## src/rtl/ntp_alu_pkg.sv

```systemverilog
// ntp_alu_pkg
//   Definitions shared by the NTP arithmetic datapath blocks.
//   - DATA_W       : default datapath width
//   - S_IDLE/S_RUN/S_DONE : control state encodings for the serial engines
package ntp_alu_pkg;

  localparam int DATA_W = 8;

  typedef logic [1:0] state_t;

  localparam state_t S_IDLE = 2'd0;
  localparam state_t S_RUN  = 2'd1;
  localparam state_t S_DONE = 2'd2;

endpackage

```

## src/rtl/Full_adder.sv

```systemverilog
// Full_adder
//   One-bit full-adder cell.
//   Ports:
//     sum      : x ^ y ^ carryin
//     carryout : majority(x, y, carryin)
//     x, y     : operand bits
//     carryin  : incoming carry
module Full_adder (
  output logic sum,
  output logic carryout,
  input  logic x,
  input  logic y,
  input  logic carryin
);

  assign sum      = x ^ y ^ carryin;
  assign carryout = (x & y) | (carryin & (x ^ y));

endmodule

```

## src/rtl/serial_adder_unit.sv

```systemverilog
// serial_adder_unit
//   Bit-serial add/subtract engine. One bit is processed per clock, LSB
//   first, through a single Full_adder cell whose carryout is registered
//   and fed back as the next carryin. A result is ready WIDTH clocks after
//   an accepted start.
//   Ports:
//     clk      : system clock, rising edge
//     reset    : synchronous active-high reset
//     start    : request pulse, accepted only in IDLE or DONE
//     a, b     : operands, captured on an accepted start
//     cin      : carry-in for add mode, captured on an accepted start
//     sub      : 1 = compute a - b, captured on an accepted start
//     sum      : result, held from done until the next accepted start
//     cout     : final carry-out (sub mode: 1 = no borrow)
//     overflow : signed overflow
//     zero     : sum == 0
//     busy     : bits are being processed
//     done     : one-cycle completion pulse
module serial_adder_unit
  import ntp_alu_pkg::*;
#(
  parameter int WIDTH = DATA_W,
  parameter int CNT_W = $clog2(WIDTH)
) (
  input  logic             clk,
  input  logic             reset,
  input  logic             start,
  input  logic [WIDTH-1:0] a,
  input  logic [WIDTH-1:0] b,
  input  logic             cin,
  input  logic             sub,
  output logic [WIDTH-1:0] sum,
  output logic             cout,
  output logic             overflow,
  output logic             zero,
  output logic             busy,
  output logic             done
);

  localparam logic [CNT_W-1:0] CNT_LAST = CNT_W'(WIDTH - 1);

  state_t state_q, state_d;

  logic [WIDTH-1:0] a_sh_q, a_sh_d;
  logic [WIDTH-1:0] b_sh_q, b_sh_d;
  logic [WIDTH-1:0] res_q, res_d;
  logic [CNT_W-1:0] cnt_q, cnt_d;
  logic             carry_q, carry_d;
  logic             cout_q, cout_d;
  logic             ovf_q, ovf_d;
  logic             zero_q, zero_d;
  logic             busy_q, busy_d;
  logic             done_q, done_d;

  logic fa_sum;
  logic fa_carryout;
  logic accept;
  logic running;
  logic last_bit;

  assign accept   = start && ((state_q == S_IDLE) || (state_q == S_DONE));
  assign running  = (state_q == S_RUN);
  assign last_bit = running && (cnt_q == CNT_LAST);

  Full_adder u_fa (
    .sum      (fa_sum),
    .carryout (fa_carryout),
    .x        (a_sh_q[0]),
    .y        (b_sh_q[0]),
    .carryin  (carry_q)
  );

  // State register
  always_ff @(posedge clk) begin
    if (reset) begin
      state_q <= S_IDLE;
    end else begin
      state_q <= state_d;
    end
  end

  // Next-state logic
  always_comb begin
    state_d = state_q;
    case (state_q)
      S_IDLE:  if (start) state_d = S_RUN;
      S_RUN:   if (last_bit) state_d = S_DONE;
      S_DONE:  state_d = start ? S_RUN : S_IDLE;
      default: state_d = S_IDLE;
    endcase
  end

  // Datapath and output next-values
  always_comb begin
    a_sh_d  = a_sh_q;
    b_sh_d  = b_sh_q;
    res_d   = res_q;
    cnt_d   = cnt_q;
    carry_d = carry_q;
    cout_d  = cout_q;
    ovf_d   = ovf_q;
    zero_d  = zero_q;

    if (accept) begin
      // Subtraction is A + ~B + 1: invert B and preset the carry to 1.
      a_sh_d  = a;
      b_sh_d  = sub ? ~b : b;
      carry_d = sub ? 1'b1 : cin;
      cnt_d   = '0;
    end else if (running) begin
      carry_d = fa_carryout;
      res_d   = {fa_sum, res_q[WIDTH-1:1]};
      a_sh_d  = a_sh_q >> 1;
      b_sh_d  = b_sh_q >> 1;
      cnt_d   = cnt_q + CNT_W'(1);
      if (last_bit) begin
        cout_d = fa_carryout;
        // carry_q here is the carry into the MSB position.
        ovf_d  = carry_q ^ fa_carryout;
        zero_d = (res_d == '0);
      end
    end

    busy_d = (state_d == S_RUN);
    done_d = (state_d == S_DONE);
  end

  always_ff @(posedge clk) begin
    if (reset) begin
      a_sh_q  <= '0;
      b_sh_q  <= '0;
      res_q   <= '0;
      cnt_q   <= '0;
      carry_q <= 1'b0;
      cout_q  <= 1'b0;
      ovf_q   <= 1'b0;
      zero_q  <= 1'b0;
      busy_q  <= 1'b0;
      done_q  <= 1'b0;
    end else begin
      a_sh_q  <= a_sh_d;
      b_sh_q  <= b_sh_d;
      res_q   <= res_d;
      cnt_q   <= cnt_d;
      carry_q <= carry_d;
      cout_q  <= cout_d;
      ovf_q   <= ovf_d;
      zero_q  <= zero_d;
      busy_q  <= busy_d;
      done_q  <= done_d;
    end
  end

  assign sum      = res_q;
  assign cout     = cout_q;
  assign overflow = ovf_q;
  assign zero     = zero_q;
  assign busy     = busy_q;
  assign done     = done_q;

endmodule

```

## config.mk

```make
export PLATFORM = sky130hd
export DESIGN_NAME = serial_adder_unit
export DESIGN_NICKNAME = d
export VERILOG_FILES = /design/src/rtl/ntp_alu_pkg.sv /design/src/rtl/Full_adder.sv /design/src/rtl/serial_adder_unit.sv
export SDC_FILE = /design/constraint.sdc
export NUM_CORES = 1
export LEC_CHECK = 0
export CORE_UTILIZATION = 53
export CTS_CLUSTER_DIAMETER = 100
export CTS_CLUSTER_SIZE = 10
export DETAILED_ROUTE_END_ITERATION = 7
export PLACE_DENSITY_LB_ADDON = 0.15
export SETUP_SLACK_MARGIN = 0.2
export SYNTH_ARGS = -nofsm -noshare
export SYNTH_HDL_FRONTEND = slang
export SYNTH_SLANG_ARGS = --single-unit
export TNS_END_PERCENT = 100
```

## constraint.sdc

```tcl
create_clock -name clk -period 4.69 [get_ports clk]
set_clock_uncertainty 0.05 [all_clocks]
set_input_delay 0.7035 -clock clk [delete_from_list [all_inputs] [get_ports clk]]
set_output_delay 0.7035 -clock clk [all_outputs]
set_load 0.1 [all_outputs]
```

After elaboration in Yosys (flattened, before gate mapping)
Index checks and enable logic that the tools add are counted.

Add/subtract/negate cells: 1. Reductions and logical operators: 9. Eq/ne operators: 5. Bitwise logic cells: 8. Multiplexer cells: 12.

Operators with widths (number): 2-to-1 mux 8 bit (5); logical NOT 8 bit (1); NOT 8 bit (1); case mux 2 bit (3 select lines) (1); == test 2 x 1 -> 1 bit, second input constant (2); == test 2 bit, second input constant (2); 2-to-1 mux 1 bit (4); 2-to-1 mux 2 bit (2); adder 3 x 1 -> 3 bit, second input constant (1); == test 3 bit, second input constant (1); AND reduction 3 bit (1); XOR 1 bit (3); bitwise AND 1 bit (2); logical AND 1 bit (2); logical NOT 2 bit (1); AND reduction 2 bit (1); nonzero test 2 bit (1); OR reduction 2 bit (1); logical OR 1 bit (1); NOT 1 bit (1); bitwise OR 1 bit (1).

Bits in registers: 35. Output and inout bits: 13.

Logic depth before layout (Yosys ltp)
Gate-level depths: netlist of run 1.

Word-level depth: 5. Mapped depth: 5. Mapped depth without buffers: 5.

Modules after synthesis
A second synthesis of run 1 with hierarchy kept.

Cells, all modules: 171. Area, all modules: 1536.5 um^2.

By module, submodules not included: serial_adder_unit (instances 1, sequential area each 700.7 um^2, area an instance 1516.5 um^2, cells each 170); Full_adder (instances 1, sequential area each 0.0 um^2, area an instance 20.0 um^2, cells each 1).

Worst setup path before layout of run 1
Ideal clock, no wire load.

Path kind: reg-to-output. From: reg res_q[7] (netlist: sum[7]). To: out sum[7]. Stages on the path, launching flop included: 1. Setup slack: 2.980 ns. Arrival time: 0.956 ns. Required time: 3.937 ns. Path buffers: 0. Cell sequence: dfxtp_1.

RTL lines: start, declared (line serial_adder_unit.sv:46) `logic [WIDTH-1:0] res_q, res_d;`; start signal, assigned (line serial_adder_unit.sv:143) `res_q <= res_d;`; end, declared (line serial_adder_unit.sv:32) `output logic [WIDTH-1:0] sum,`.

No word-level cell between the ends.

Worst setup path in the final report of run 1
From: reg res_q[6] (netlist: sum[6]). To: out sum[6].

No word-level cell between the ends.

==> results.cfg, run 1 <==
[final_layout]
nets = 222
area_growth_pct = 20.0
diodes = 0
final_area_mm2 = 0.00188
drive_gt1_share_pct = 8.04

[floorplan]
die-height_um = 56.4
initial_core_util_pct = 56.3
placementRows = 19
core_area_mm2 = 0.00278
die_w_um = 56.4
die_area_mm2 = 0.00318
io_pins = 34

[power]
vdd_drop_max_v = 0.000265
power_density_mw_per_mm2 = 308
fin_total_pwr_mw = 0.578
p_leak_nw = 0.655

[sta]
period_needed_ps = 2660
finalHoldViolCount = 0
maxSlewViolCount = 0
setup_viol = 0
fin_crit_sh_pct = 56.6
setup_tns_ps = 0
max_freq_ghz = 0.376
slew_headroom_pct = 30.6
grt_setup_unrepaired = false
tightestPinTransition_ps = 1040

[yosys]
ys_ff_latch = 35
netlist_instances = 172
synth_area_mm2 = 0.00157
yosysTopAreaCell = dfxtp_1
async_flop_share_pct = 0
syn-num-nets = 196
ys_top_cells_by_area = dfxtp_1 (45%), nand2_1 (7.2%), a311oi_2 (6.7%)
synth-edff-count = 0
yosysMostFrequentCell = dfxtp_1
syn_area_per_cell_um2 = 9.11
yosys_warnings = 0
ys_top_cells_by_count = dfxtp_1 (35), nand2_1 (30), a21oi_1 (20)
synth-seq-area-share_pct = 44.7
yosys.area.top_type_share_pct = 44.7
synth.distinct_cells = 29
ys_dominant_reg_cell = dfxtp_1

[setup_path]
startpoint_type = flop
end_kind = primary output
crit_fanout = 4
crit_required_ps = 3940
critPathKind = flop to primary output
crit_buf_inv = 1
cpMaxStageDelayCell = clkdlybuf4s50_1
worstPathArrival_ps = 1900
crit_family = buffers and inverters
crit_path_cell_trace = clkdlybuf4s50_1
cpPeakStageDelay_ps = 1170

[routing]
wire_per_inst_um = 13.2
drtIter0Drc = 62
routed_via_density = 5.61
dr_total_vias = 1290
routed_wl_um = 3040
drc_errors = 0
first_pass_iters = 4
ant_nets = 0

[clock_network]
root_buffer = clkbuf_4
cts_num_sinks = 35
h-tree-depth = 2
clk_pin_slew_ps = 100
tritoncts = done
cts_buffers = 5
postCtsSetupRepairBufs = 0
cts_resized = 0
clk_latency_ps = 330
hold_buffers = 0
cts.path.max_buffers = 2

[placement]
dp.final_hpwl_um = 2020
place_congestion = 0.754
placed_cell_area_mm2 = 0.00183
portBuffers = 33

[grt]
gr-total-overflow = 0
grt_max_degree = 36
grt_use_total_pct = 21.1
antenna_found_initial = 0
grt_pass1_wl_um = 5130
grt_pass1_vias = 1181

[job]
maxCapViolCount = 0

[run_status]
status = completed

[hold_path]
min_path_type = flop to flop
==> final timing paths <==
path	from	endpoint	slack, ps	depth (start not counted)
max	sum[6]	sum[6]	2030	1
min	zero	zero	410	2
max reg2reg	state_q[0]	a_sh_q[4]	2950	3
min reg2reg	zero	zero	410	2
==> metal layers <==
layer	wire length [um]	track usage, %	part of all wire (%)
met5	0	0	0
met4	46	10.5	1.5
met3	173	5.53	5.7
met2	1500	35.5	49
met1	1320	24.8	43
==> cells by family (layout without fill, tap and decap cells) <==
kind of cell,Yosys count,in the layout,synth area share (%)
buffers and inverters,18,45,7.99
AOI/OAI and AO/OA,39,39,19.0
adders and majority gates,3,3,2.88
and+or+nand+nor,65,65,18.5
xor gates and xnor gates,10,10,5.59
DFF,35,35,44.7
muxes,2,2,1.28
==> layout by cell type, fill, tap and decap left out <==
cell,count
a21oi_1,20
a211oi_1,1
nand2b_1,2
nor4b_1,1
and2b_1,1
dfxtp_1,35
o21a_1,1
nand3b_1,1
buf_4,1
mux2i_1,2
nor4_1,1
ha_1,2
a311oi_2,7
clkdlybuf4s50_1,33
fa_1,1
inv_1,3
nand2_1,30
clkbuf_1,2
nand4_1,1
nand3_1,12
clkinv_2,1
and2b_2,1
a21oi_2,1
nor2_1,12
o22a_1,1
xnor2_1,2
xor2_1,8
a22oi_1,8
clkbuf_4,5
nor3_1,3
==> stage by stage <==
stage                     instances  hold WS [ps]  worst slack (ps)  utilization (%)
after floorplan                 172           394              2980                -
after global placement          222           395              2380             65.8
after detailed placement        222           398              2260             65.8
after CTS                       230           412              2020             67.6
after global routing            230           431              1970             67.6
final                           230           408              2030             67.6
==> flip-flops by register name (all words and copies together) (netlist names) <==
signal,flops
a_sh_q,8
cnt_q,3
zero,1
overflow,1
cout,1
carry_q,1
busy,1
state_q,2
b_sh_q,8
done,1
sum,8
==> power breakdown <==
part,internal (mW),total (mW),switching [mW]
Clock,0.0584,0.150,0.0914
Sequential,0.313,0.322,0.00940
Combinational,0.0434,0.106,0.0629
Total,0.415,0.578,0.164
==> layout make-up <==
class	count	area (um2)
clock buffer	7	45.0
fill	245	902
timing repair buffer	34	338
inverter	3	11.3
clock inverter	1	5.00
sequential	35	701
multi-input combinational	119	741
tap	31	38.8
(Power assumes the default switching activity.)
==> run 2, diff against run 1 <==
--- a/config.mk
+++ b/config.mk
@@ -5,7 +5,7 @@
 export SDC_FILE = /design/constraint.sdc
 export NUM_CORES = 1
 export LEC_CHECK = 0
-export CORE_UTILIZATION = 53
+export CORE_UTILIZATION = 45
 export CTS_CLUSTER_DIAMETER = 100
 export CTS_CLUSTER_SIZE = 10
 export DETAILED_ROUTE_END_ITERATION = 7
==> constraint.sdc (replaced) <==
create_clock -name clk -period 2.21 [get_ports clk]
set_clock_uncertainty 0.05 [all_clocks]
set_input_delay 0.3315 -clock clk [delete_from_list [all_inputs] [get_ports clk]]
set_output_delay 0.3315 -clock clk [all_outputs]
set_load 0.1 [all_outputs]
==> results.cfg, run 2 (synthesis results as in run 1) <==
[run_status]
status = completed

[routing]
routed_wl_um = 3230
ant_nets = 0
met1_length_um = 1370
drc_errors = 0
wire_per_inst_um = 13.0
routed-wl-met2_um = 1660
routed_via_density = 5.27
top_layer = met4
route.met3.wl_um = 160
drtIter0Drc = 113
first_pass_iters = 4
dr_total_vias = 1307

[clock_network]
cts_buffers = 5
tritoncts = done
postCtsSetupRepairBufs = 0
h-tree-depth = 2
root_buffer = clkbuf_4
cts.path.max_buffers = 2
cts_resized = 0
cts_num_sinks = 35
clk_latency_ps = 340
clk_pin_slew_ps = 110
hold_buffers = 0

[placement]
portBuffers = 33
dp_cells = 240
pre_cts_slack_ps = 499
dp.final_hpwl_um = 2200
place_congestion = 0.713
placed_cell_area_mm2 = 0.00184

[floorplan]
die-height_um = 61
initial_core_util_pct = 46.9
placementRows = 21
core_area_mm2 = 0.00334
io_pins = 34
die_w_um = 61
die_area_mm2 = 0.00372

[power]
combPwrFrac_pct = 16.6
p_leak_nw = 0.713
power_frac_seq_pct = 49.1
sw_frac_of_total_pct = 26.3
p_sw_mw = 0.366
p_int_mw = 1.03
p_clk_share_pct = 34.3
power_density_mw_per_mm2 = 724
vdd_drop_max_v = 0.000386

[sta]
tightestPinTransition_ps = 607
setup_tns_ps = 0
maxSlewViolCount = 0
max_freq_ghz = 0.611
setup_ws_ps = 574
setup_viol = 0
grt_setup_unrepaired = false
slew_headroom_pct = 59.6
finalHoldViolCount = 0
fin_crit_sh_pct = 74.0
period_needed_ps = 1640
fin_hold_ws_ps = 414

[setup_path]
end_kind = flop
worstPathArrival_ps = 1860
crit_family = adder cells
critPathKind = flop to flop
crit_path_cell_trace = inv_1, fa_1, nor4b_1, nand4_1, a21oi_1
cpMaxStageDelayCell = fa_1
crit_fanout = 3
crit_required_ps = 2440
cpPeakStageDelay_ps = 550
crit_buf_inv = 1
startpoint_type = flop

[grt]
grt_max_degree = 36
antenna_found_initial = 0
grt_pass1_wl_um = 5050
grt_pass1_vias = 1133
grt_use_total_pct = 19.3
gr-total-overflow = 0

[final_layout]
diodes = 0
stdcell_count = 248
final_area_mm2 = 0.00192
seq_area_um2 = 701
area_growth_pct = 22.8
multiInputGateArea_um2 = 741
fill_cells = 327
drive_gt1_share_pct = 16.8
final_common_cell = dfxtp_1
nets = 225
final_cell_mix = dfxtp_1 (35), nand2_1 (30), a21oi_1 (20), clkdlybuf4s50_1 (20), buf_4 (17)

[hold_path]
min_path_type = flop to flop

[job]
maxCapViolCount = 0
## run 2: cell type report
cell class | count | area share [%]
Tap cell | 46 | 2.99
Clock inverter | 2 | 1.82
Inverter | 3 | 0.585
Multi-Input combinational cell | 119 | 38.5
Timing Repair Buffer | 37 | 17.0
Clock buffer | 6 | 2.67
Sequential cell | 35 | 36.4
## run 2: path summary, 6_finish.rpt
kind / from / slack, ps / endpoint / cells past startpoint
max: carry_q / 570 / zero / 5
min: sum[0] / 410 / sum[0] / 2
max reg2reg: carry_q / 570 / zero / 5
min reg2reg: sum[0] / 410 / sum[0] / 2
## run 2: power by group through the flow
stage	Clock [mW]	Sequential [mW]	Combinational, mW
3_3_place_gp	0	0.697	0.225
6_report	0.477	0.684	0.231
3_5_place_dp	0	0.698	0.232
4_1_cts	0.494	0.684	0.232
2_1_floorplan	0	0.724	0.149
5_1_grt	0.527	0.689	0.251
## run 2: tightest hold or removal path: cells and delay by family, from the launching register on
family / cells / cell delay, ps
AND/OR/NAND/NOR: 1 / 50
flip-flops: 1 / 330
AO/OA/AOI/OAI: 1 / 50
## run 2: routing by layer
layer	vias to the layer above	track usage (%)
li1	649	-
met1	607	23.3
met2	46	30.9
met3	5	7.04
met4	0	8.44
met5	-	0
## run 2: stage by stage
step,utilization (%),power [mW]
global route,57.7,1.47
CTS,57.7,1.41
global placement,55.1,0.922
detailed placement,55.1,0.930
floorplan,-,0.874
finish,57.7,1.39
